==> src/rtl/netlist_eval_pkg.sv <==
// netlist_eval_pkg
//   Shared types and constants for the NAND/NOR netlist evaluator.
//   Holds the table geometry, the signal index map, the gate record
//   layout, the controller states, and a helper that resolves a signal
//   index against the current signal file.
//   Optional feature macro used by the top: NETLIST_EVAL_IDXCHK_EN.

package netlist_eval_pkg;

    localparam int NUM_IN    = 5;
    localparam int MAX_GATES = 16;
    localparam int SIG_W     = $clog2(2 + NUM_IN + MAX_GATES);
    localparam int CNT_W     = $clog2(MAX_GATES + 1);
    localparam int PTR_W     = $clog2(MAX_GATES);
    localparam int SIG_N     = 2 ** SIG_W;

    // Signal index map: constants, then primary inputs, then gate outputs.
    localparam int IDX_ZERO  = 0;
    localparam int IDX_ONE   = 1;
    localparam int IDX_IN0   = 2;
    localparam int IDX_GATE0 = IDX_IN0 + NUM_IN;

    typedef enum logic {
        OP_NAND = 1'b0,
        OP_NOR  = 1'b1
    } gate_op_t;

    typedef struct packed {
        gate_op_t         op;
        logic [SIG_W-1:0] a;
        logic [SIG_W-1:0] b;
    } gate_rec_t;

    typedef enum logic [1:0] {
        IDLE,
        EVAL,
        DONE
    } state_t;

    // Builds the full addressable signal space so any index, including
    // those past the last gate output, resolves with a single select.
    // Unused upper indices stay 0.
    function automatic logic sig_val(
        input logic [SIG_W-1:0]     idx,
        input logic [NUM_IN-1:0]    ins,
        input logic [MAX_GATES-1:0] gates
    );
        logic [SIG_N-1:0] sigs;
        sigs                         = '0;
        sigs[IDX_ZERO]               = 1'b0;
        sigs[IDX_ONE]                = 1'b1;
        sigs[IDX_IN0 +: NUM_IN]      = ins;
        sigs[IDX_GATE0 +: MAX_GATES] = gates;
        return sigs[idx];
    endfunction

endpackage

==> src/rtl/netlist_eval_gate.sv <==
// netlist_eval_gate
//   Combinational two-input gate cell used by the evaluator datapath.
//   Ports:
//     op  gate type (OP_NAND / OP_NOR)
//     a   input A value
//     b   input B value
//     y   gate output

module netlist_eval_gate
    import netlist_eval_pkg::*;
(
    input  gate_op_t op,
    input  logic     a,
    input  logic     b,
    output logic     y
);

    always_comb begin
        if (op == OP_NOR) y = ~(a | b);
        else              y = ~(a & b);
    end

endmodule

==> src/rtl/netlist_eval.sv <==
// netlist_eval
//   Sequential evaluator for two-input NAND/NOR netlists. Gate records are
//   loaded over a valid/ready port into a table; a start pulse latches the
//   primary inputs and output select, evaluates one gate per cycle in table
//   order, and presents the selected signal on a valid/ready result port.
//   Ports:
//     clk, rst_n          clock, asynchronous active-low reset
//     gate_valid/ready    gate record handshake
//     gate_op/a/b         gate record (0=NAND, 1=NOR; signal indices)
//     clear               empty the gate table (pulse, idle only)
//     start               begin evaluation (pulse, idle only)
//     in_vec, out_sel     primary inputs / result signal, sampled on start
//     busy                evaluation in progress
//     res_valid/ready     result handshake
//     res_data            result value
//     gate_count          number of loaded gates
//     err                 only with NETLIST_EVAL_IDXCHK_EN: sticky flag for
//                         a rejected forward/undefined reference
//   Optional feature macro: NETLIST_EVAL_IDXCHK_EN.

module netlist_eval
    import netlist_eval_pkg::*;
(
    input  logic              clk,
    input  logic              rst_n,
    input  logic              gate_valid,
    output logic              gate_ready,
    input  logic              gate_op,
    input  logic [SIG_W-1:0]  gate_a,
    input  logic [SIG_W-1:0]  gate_b,
    input  logic              clear,
    input  logic              start,
    input  logic [NUM_IN-1:0] in_vec,
    input  logic [SIG_W-1:0]  out_sel,
    output logic              busy,
    output logic              res_valid,
    input  logic              res_ready,
    output logic              res_data,
    output logic [CNT_W-1:0]  gate_count
`ifdef NETLIST_EVAL_IDXCHK_EN
    ,
    output logic              err
`endif
);

    state_t               state;
    state_t               state_next;
    gate_rec_t            gate_table [MAX_GATES];
    logic [PTR_W-1:0]     p;
    logic [NUM_IN-1:0]    in_lat;
    logic [SIG_W-1:0]     out_sel_lat;
    logic [MAX_GATES-1:0] gate_out;
    logic [MAX_GATES-1:0] gate_out_next;
    gate_rec_t            cur;
    logic                 a_val;
    logic                 b_val;
    logic                 y_val;
    logic                 accept;
    logic                 bad_ref;
    logic                 store;
    logic                 empty_on_start;
    logic                 last_gate;

    // A record is handshaken whenever valid meets ready; it is written to
    // the table only if it is not cancelled by clear and passes the
    // optional reference check.
    always_comb begin
        accept = gate_valid && gate_ready;
`ifdef NETLIST_EVAL_IDXCHK_EN
        bad_ref = (int'(gate_a) >= IDX_GATE0 + int'(gate_count)) ||
                  (int'(gate_b) >= IDX_GATE0 + int'(gate_count));
`else
        bad_ref = 1'b0;
`endif
        store = accept && !clear && !bad_ref;
        // Start sees the table after this cycle's clear/accept.
        empty_on_start = clear || ((gate_count == '0) && !store);
        last_gate      = (CNT_W'(p) + CNT_W'(1)) == gate_count;
    end

    // Evaluation datapath: operands read the current signal file, so a
    // reference to a gate not yet evaluated this pass returns 0.
    always_comb begin
        cur   = gate_table[p];
        a_val = sig_val(cur.a, in_lat, gate_out);
        b_val = sig_val(cur.b, in_lat, gate_out);
        gate_out_next    = gate_out;
        gate_out_next[p] = y_val;
    end

    netlist_eval_gate u_gate (
        .op (cur.op),
        .a  (a_val),
        .b  (b_val),
        .y  (y_val)
    );

    // Next-state and status outputs.
    always_comb begin
        state_next = state;
        gate_ready = 1'b0;
        busy       = 1'b0;
        res_valid  = 1'b0;
        case (state)
            IDLE: begin
                gate_ready = gate_count < CNT_W'(MAX_GATES);
                if (start) state_next = empty_on_start ? DONE : EVAL;
            end
            EVAL: begin
                busy = 1'b1;
                if (last_gate) state_next = DONE;
            end
            DONE: begin
                res_valid = 1'b1;
                if (res_ready) state_next = IDLE;
            end
            default: state_next = IDLE;
        endcase
    end

    // Control and signal-file registers. res_data is captured once, on the
    // transition into DONE, so it stays stable under backpressure.
    always_ff @(posedge clk or negedge rst_n) begin
        if (!rst_n) begin
            state       <= IDLE;
            gate_count  <= '0;
            p           <= '0;
            in_lat      <= '0;
            out_sel_lat <= '0;
            gate_out    <= '0;
            res_data    <= 1'b0;
        end else begin
            state <= state_next;
            case (state)
                IDLE: begin
                    if (clear)      gate_count <= '0;
                    else if (store) gate_count <= gate_count + CNT_W'(1);
                    if (start) begin
                        in_lat      <= in_vec;
                        out_sel_lat <= out_sel;
                        gate_out    <= '0;
                        p           <= '0;
                        if (empty_on_start)
                            res_data <= sig_val(out_sel, in_vec, '0);
                    end
                end
                EVAL: begin
                    gate_out <= gate_out_next;
                    p        <= p + PTR_W'(1);
                    if (last_gate)
                        res_data <= sig_val(out_sel_lat, in_lat, gate_out_next);
                end
                default: ;
            endcase
        end
    end

    // Gate table storage; contents persist until overwritten after a clear.
    always_ff @(posedge clk) begin
        if (state == IDLE && store)
            gate_table[gate_count[PTR_W-1:0]] <= '{op: gate_op_t'(gate_op), a: gate_a, b: gate_b};
    end

`ifdef NETLIST_EVAL_IDXCHK_EN
    // Sticky reference-error flag, cleared together with the table.
    always_ff @(posedge clk or negedge rst_n) begin
        if (!rst_n) begin
            err <= 1'b0;
        end else if (state == IDLE) begin
            if (clear)                   err <= 1'b0;
            else if (accept && bad_ref)  err <= 1'b1;
        end
    end
`endif

endmodule

==> config.mk <==
export PLATFORM = sky130hd
export DESIGN_NAME = netlist_eval
export DESIGN_NICKNAME = d
export VERILOG_FILES = /design/src/rtl/netlist_eval_pkg.sv /design/src/rtl/netlist_eval_gate.sv /design/src/rtl/netlist_eval.sv
export SDC_FILE = /design/constraint.sdc
export NUM_CORES = 1
export LEC_CHECK = 0
export ABC_AREA = 0
export CORE_AREA = 5 5 154 156
export CTS_BUF_LIST = sky130_fd_sc_hd__clkbuf_2
export DETAILED_ROUTE_END_ITERATION = 8
export DIE_AREA = 0 0 159 161
export PLACE_DENSITY_LB_ADDON = 0.05
export SYNTH_ARGS = -nofsm -noshare
export SYNTH_HDL_FRONTEND = slang
export SYNTH_SLANG_ARGS = --single-unit
==> constraint.sdc <==
create_clock -name clk -period 3.72 [get_ports clk]
set_clock_uncertainty 0.2 [all_clocks]
set_input_delay 0.744 -clock clk [delete_from_list [all_inputs] [get_ports clk]]
set_output_delay 0.744 -clock clk [all_outputs]
set_load 0.01 [all_outputs]
# ---- Word level (Yosys, flattened, before mapping)
# Memories as Yosys holds them, arrays and structs flattened.
# Cells that the tools add are included.
dict set report word_totals {
  reg_bits 38
  mem_bits_rw 176
  out_inout_bits 9
  elab_cells 78
  memories 1
}
dict set report classes {
  addsub 3
  magnitude_cmp 7
  eq_ne 7
  muxes 32
  n_bitwise 4
  n_reduce_logical 17
}
# memory words word_bits read_ports rd_clocked_by_memory_dff write_ports line_no
set mem_list {}
lappend mem_list {gate_table 16 11 1 0 1 netlist_eval.sv:48} ;# gate_rec_t gate_table [MAX_GATES];
# operator count
set ops {}
lappend ops {{$pmux W16 S2} 1}
lappend ops {{$lt A5 B6 Y1 const B} 4}
lappend ops {{$bmux W1 S5} 4}
lappend ops {{$bwmux W16} 1}
lappend ops {{$mux W16} 1}
lappend ops {{$mux W1} 14}
lappend ops {{$mux W5} 2}
lappend ops {{$mux W2} 4}
lappend ops {{$ne A2 B2 Y1 const B} 4}
lappend ops {{$pmux W4 S2} 1}
lappend ops {{$pmux W2 S3} 1}
lappend ops {{$reduce_and A2 Y1} 3}
lappend ops {{$add A4 B1 Y5 const B} 1}
lappend ops {{$add A5 B1 Y5 const B} 1}
lappend ops {{$eq A5 B5 Y1} 1}
lappend ops {{$logic_and A1 B1 Y1} 5}
lappend ops {{$logic_not A5 Y1} 1}
lappend ops {{$lt A4 B5 Y1 const B} 1}
lappend ops {{$lt A5 B5 Y1 const B} 1}
lappend ops {{$add A4 B1 Y4 const B} 1}
lappend ops {{$demux W1 S4} 1}
lappend ops {{$ge A4 B1 Y1 const B} 1}
lappend ops {{$mux W4} 1}
lappend ops {{$reduce_and A4 Y1} 1}
lappend ops {{other kinds (11)} 14}

# ---- Logic depth before layout (Yosys ltp)
# An unclocked memory read counts as a cell.
dict set report depth {
  ltp_word 11
  ltp_mapped 14
  ltp_nobuf 11
}

# ---- Cells and area by module
# From an unflattened synthesis, not the netlist that was laid out.
dict set report unflattened {
  cells_unflattened 650
  area_unflattened_um2 9853.2
}
# module n_inst cells_per_inst area_each_um2 seq_area_each_um2
set by_module_without_submodules {}
lappend by_module_without_submodules {netlist_eval 1 648 9840.7 6236.0}
lappend by_module_without_submodules {netlist_eval_gate 1 2 12.5 0.0}

# ---- Least setup slack after synthesis
# Ideal clock, no wire load.
dict set report synth_path {
  path_kind {flip-flop to flip-flop}
  from {register p[0]}
  to {register gate_out[7]}
  setup_time_ps 128
  arrival_time_ps 2990
  required_time_ps 3392
  slack_ps 401
  stages_incl_launch_ff 12
  path_buffers 2
  period_less_slack_ps 3319
  cell_sequence {dfrtp_1 -> buf_6 -> mux4_2 -> mux2i_2 -> nor2_1 -> a21oi_1 -> mux2_2 -> a211o_1 -> a31o_2 -> nand2_2 -> buf_6 -> o22ai_2}
}
dict set report synth_via {
  elab_chain_cells 8
  word_cells_on_any_way 17
}
# element line_no
set synth_lines {}
lappend synth_lines {{start, declared} netlist_eval.sv:49} ;# logic [PTR_W-1:0] p;
lappend synth_lines {{start signal, assigned} netlist_eval.sv:149} ;# p <= p + PTR_W'(1);
lappend synth_lines {{$mem_v2 Z16 W11} -}
lappend synth_lines {{$bmux W1 S5} netlist_eval_pkg.sv:54} ;# return sigs[idx];
lappend synth_lines {{$mux W1 (implied by the code)} netlist_eval_pkg.sv:54}
lappend synth_lines {{$and A1 B1 Y1 / $or A1 B1 Y1 (equally long branches)} {netlist_eval_gate.sv:20, netlist_eval_gate.sv:19}}
lappend synth_lines {{$not A1 Y1, on equally long branches} {netlist_eval_gate.sv:20, netlist_eval_gate.sv:19}}
lappend synth_lines {{$mux W1} netlist_eval_gate.sv:19} ;# if (op == OP_NOR) y = ~(a | b);
lappend synth_lines {{$bwmux W16 *} netlist_eval.sv:88} ;# gate_out_next[p] = y_val;
lappend synth_lines {{$pmux W16 S2 *} netlist_eval.sv:134} ;# case (state)
lappend synth_lines {{end signal, assigned} netlist_eval.sv:148} ;# gate_out <= gate_out_next;
lappend synth_lines {{end, declared} netlist_eval.sv:52} ;# logic [MAX_GATES-1:0] gate_out;
# Mark *: on every way between the ends. The rest lies on a longest branch, timed or not. The select of a mux whose other input is x is not followed.
# A chain may end at the register's enable or synchronous reset.

# ---- Worst setup path after layout
dict set report layout_path {
  from {register state[1]}
  to {output port busy}
}
dict set report layout_via {
  elab_chain_cells 2
}
# element line_no
set layout_lines {}
lappend layout_lines {{start, declared} netlist_eval.sv:46} ;# state_t state;
lappend layout_lines {{start signal, assigned} netlist_eval.sv:133} ;# state <= state_next;
lappend layout_lines {{$eq A2 B1 Y1} netlist_eval.sv:104} ;# case (state)
lappend layout_lines {{$mux W1} netlist_eval.sv:104}
lappend layout_lines {{end, declared} netlist_eval.sv:35} ;# output logic busy,
# No other way between the ends.

==> run summary <==
The run finished with clean final reports. The TritonCTS sink count came out at 214. After detailed routing, the number of remaining DRC violations is 0. By count the netlist is led by 176 x edfxtp_1, 51 x nand2_1, 44 x mux4_2, 44 x o21ai_0, 42 x nor2_1. The mean cell area of the mapped netlist came out at 14.4 µm². By area the synthesized netlist is led by edfxtp_1 54%, mux4_2 10%, dfrtp_1 9.7%. The total number of vias is 6413. The power spent charging and discharging nets came out at 0.00246 W. The clock power share is 22.9%.

The static leakage is 3.95 nW. For hold timing, the worst endpoint is state[1]. The maximum resistive drop on vdd came out at 245 µV. The reg2reg setup slack came out at 290 ps.

The most used flip-flop cell after synthesis is edfxtp_1. The worst setup path is captured at a primary output. The number of max-capacitance violations reported came out at 0. Buffers placed on the I/O ports in this run total 35.

The routed length per instance came out at 23.4 µm. Counting flops and latches in the post-synthesis netlist gives 214. The number of nets in the synthesized netlist is 716. Adding up every negative setup slack in the final design gives 0 ps. The total power per unit cell area is 607 nW/µm².

In the post-route analysis, the smallest setup slack over all paths is 242 ps. The setup-violating endpoint count in the final report came out at 0. The worst-case headroom to the max-slew limit is 37.3%.

In this run the clock root is driven by a clkbuf_2. Counting every instance in the synthesized netlist gives 681. At the worst endpoint, the required time is 2780 ps. The filler cell count came out at 1969. The die is 161 µm tall. The Yosys step of the flow raised 0 warnings. The aggregate routed wire length is 26.2 mm. The floorplan step set the die width to 159 µm. The maximum buffer depth of the clock tree came out at 3.

The number of rows created at floorplan came out at 55. The most common cell in the synthesized netlist is edfxtp_1. The worst hold path begins at res_ready.

Relative to the synthesized area, the layout overhead comes to 14.8%. The worst setup slack before clock tree synthesis is 92.1 ps. STA classifies the critical path startpoint as a flop. The share of the synthesized area in the top cell type is 53.9%.

The first-pass GRT wire length is 39.5 mm. The min-delay analysis places its worst path in the category in2reg. The initial antenna violation count came out at 1. 36 I/O pins were placed. TritonCTS built the clock tree. The number of slew-limit violations in the final report is 0. For this run the aggregate overflow at the end of global routing stands at 0. For this configuration, the core starts out at a cell density of 44.1%.

The worst setup path is of the reg2out kind. Summing every instance area after synthesis gives 9810 µm². The final cell count without fillers came out at 1117. The H-tree depth came out at 2.

The transition time of the tightest slew-check pin is 941 ps. The number of instances in the placed design is 1012. Summed over all instances, the cell type with the most area after synthesis is edfxtp_1.

The hold path depth came out at 2. The clock network latency to the later pin of the worst-skew pair is 840 ps. The proportion of register bits with asynchronous set or reset after synthesis came out at 17.8%. In this run switching power makes up 36.0% of total power. The routability congestion estimate is 1.00. The internal cell power is 0.00437 W. For the worst setup path, the data arrival time is 2530 ps. The via count of the first global-routing pass came to 6494.

The cell depth of the worst flop-to-flop path came out at 10. The via-per-instance ratio is 5.74. The maximum fanout count along the critical path is 21. Entering global routing, the biggest net connects 39 pins. The number of antenna-violating nets in the routed design is 0. The final hold violation count is 0. The count of TritonRoute iterations in the first routing pass came out at 5. The share of the Yosys chip area taken by registers is 63.6%. The minimum clock period came out at 3480 ps. The total clock buffers created by CTS is 55. Setup repair after global routing left no endpoint under its margin. The sum of net half-perimeters after detailed placement came out at 16.8 mm. The all-layer global routing usage came out at 20.4%.

The fraction of the core area covered by cells at the end of the flow came out at 50.7%. The first routing iteration left 447 violations. The startpoint identified for the worst register-to-register timing path is p[2]. Of the total power, combinational logic draws 33.8%. The number of nets in the finished design came out at 820. Derived from the worst setup path, the maximum achievable clock frequency is 287 MHz. Of the total power, registers draw 43.2%. The count of different cell masters after synthesis came out at 66.

The clock transition at the registers of the reported paths is 90 ps. In the final layout, the share of cells above drive strength 1 is 25.8%. The fraction of the cycle the final worst path needs came out at 93.5%.

The area after detailed placement is 10700 µm². The number of enable-type register cells in the synthesized netlist came out at 176. The worst register-to-register path ends at gate_out[4]. The placeable core area is 22200 µm². Once layout is done, the placed cells without fillers occupy 11300 µm². The die footprint is 25600 µm².
## cell usage in the layout (no fill, tap or decap), types with 24 or more instances in the layout
cell / synthesis / routed
a21oi_1: 38 / 38
clkdlybuf4s50_1: 0 / 34
dfrtp_1: 38 / 35
buf_4: 5 / 50
clkbuf_2: 0 / 78
o21ai_0: 44 / 44
mux2i_1: 24 / 24
nor2_1: 42 / 42
mux4_2: 44 / 44
nand2_1: 51 / 51
edfxtp_1: 176 / 176
## critical path, stage by stage, from the launching register on
cell             delay (ps)
dfrtp_1                 440
nand2b_1                160
buf_4                   220
inv_1                   290
clkdlybuf4s50_1         610
## power groups by stage
stage	logic [W]	clock network, W	registers [W]
2_1_floorplan	0.00162	0	0.00289
3_3_place_gp	0.00228	0	0.00300
3_5_place_dp	0.00229	0	0.00301
4_1_cts	0.00231	0.00164	0.00296
5_1_grt	0.00251	0.00176	0.00299
6_report	0.00231	0.00157	0.00296
## state kept, by name, summed over array words and instances, names as in the netlist
signal,count
gate_count,5
gate_out,16
gate_table,176
in_lat,5
out_sel_lat,5
p,4
res_data,1
state,2
## per-layer routing
metal | vias up | wire (µm) | global-route usage [%]
li1 | 2915 | - | -
met1 | 3233 | 11100 | 26.4
met2 | 203 | 13000 | 34.2
met3 | 62 | 1420 | 4.03
met4 | 0 | 724 | 7.75
met5 | - | 0 | 0
## layout make-up
type | count | area (µm²) | area share (%)
Antenna cell | 1 | 2.50 | 0.0222
Clock buffer | 78 | 390 | 3.47
Clock inverter | 25 | 105 | 0.933
Inverter | 16 | 60.1 | 0.533
Multi-Input combinational cell | 410 | 3340 | 29.7
Sequential cell | 214 | 6240 | 55.4
Tap cell | 285 | 357 | 3.17
Timing Repair Buffer | 88 | 771 | 6.84
## worst max-delay path by stage
stage,start,slack (ps),depth (start not counted),endpoint
floorplan,p[0],400,11,gate_out[7]
global placement,p[2],140,11,res_data
detailed placement,p[0],90,12,gate_out[5]
CTS,p[2],100,10,gate_out[4]
global route,p[2],10,11,res_data
finish,state[1],240,4,busy
## cells by family after synthesis
kind of cell             Yosys count  share of synthesized area [%]
AO/OA/AOI/OAI                    153                           10.1
XOR/XNOR                           5                          0.446
adder cells (fa/ha/maj)            8                           1.02
buffers and inverters             57                           2.73
flip-flops                       214                           63.6
multiplexers                      85                           14.5
AND/OR/NAND/NOR                  159                           7.64
## timing repair
action,4_1_cts,5_1_grt
endpoints found under the setup margin,0,17
hold endpoints to repair,38,0
resized for setup,0,4
hold buffers,1,0
buffers inserted,0,0
## metrics by stage
stage	total power (W)	hold WS [ps]
3_3_place_gp	0.00529	298
3_5_place_dp	0.00530	303
4_1_cts	0.00691	218
2_1_floorplan	0.00450	248
5_1_grt	0.00726	266
6_report	0.00684	295
Note: power is estimated with default switching activity, not from simulation.
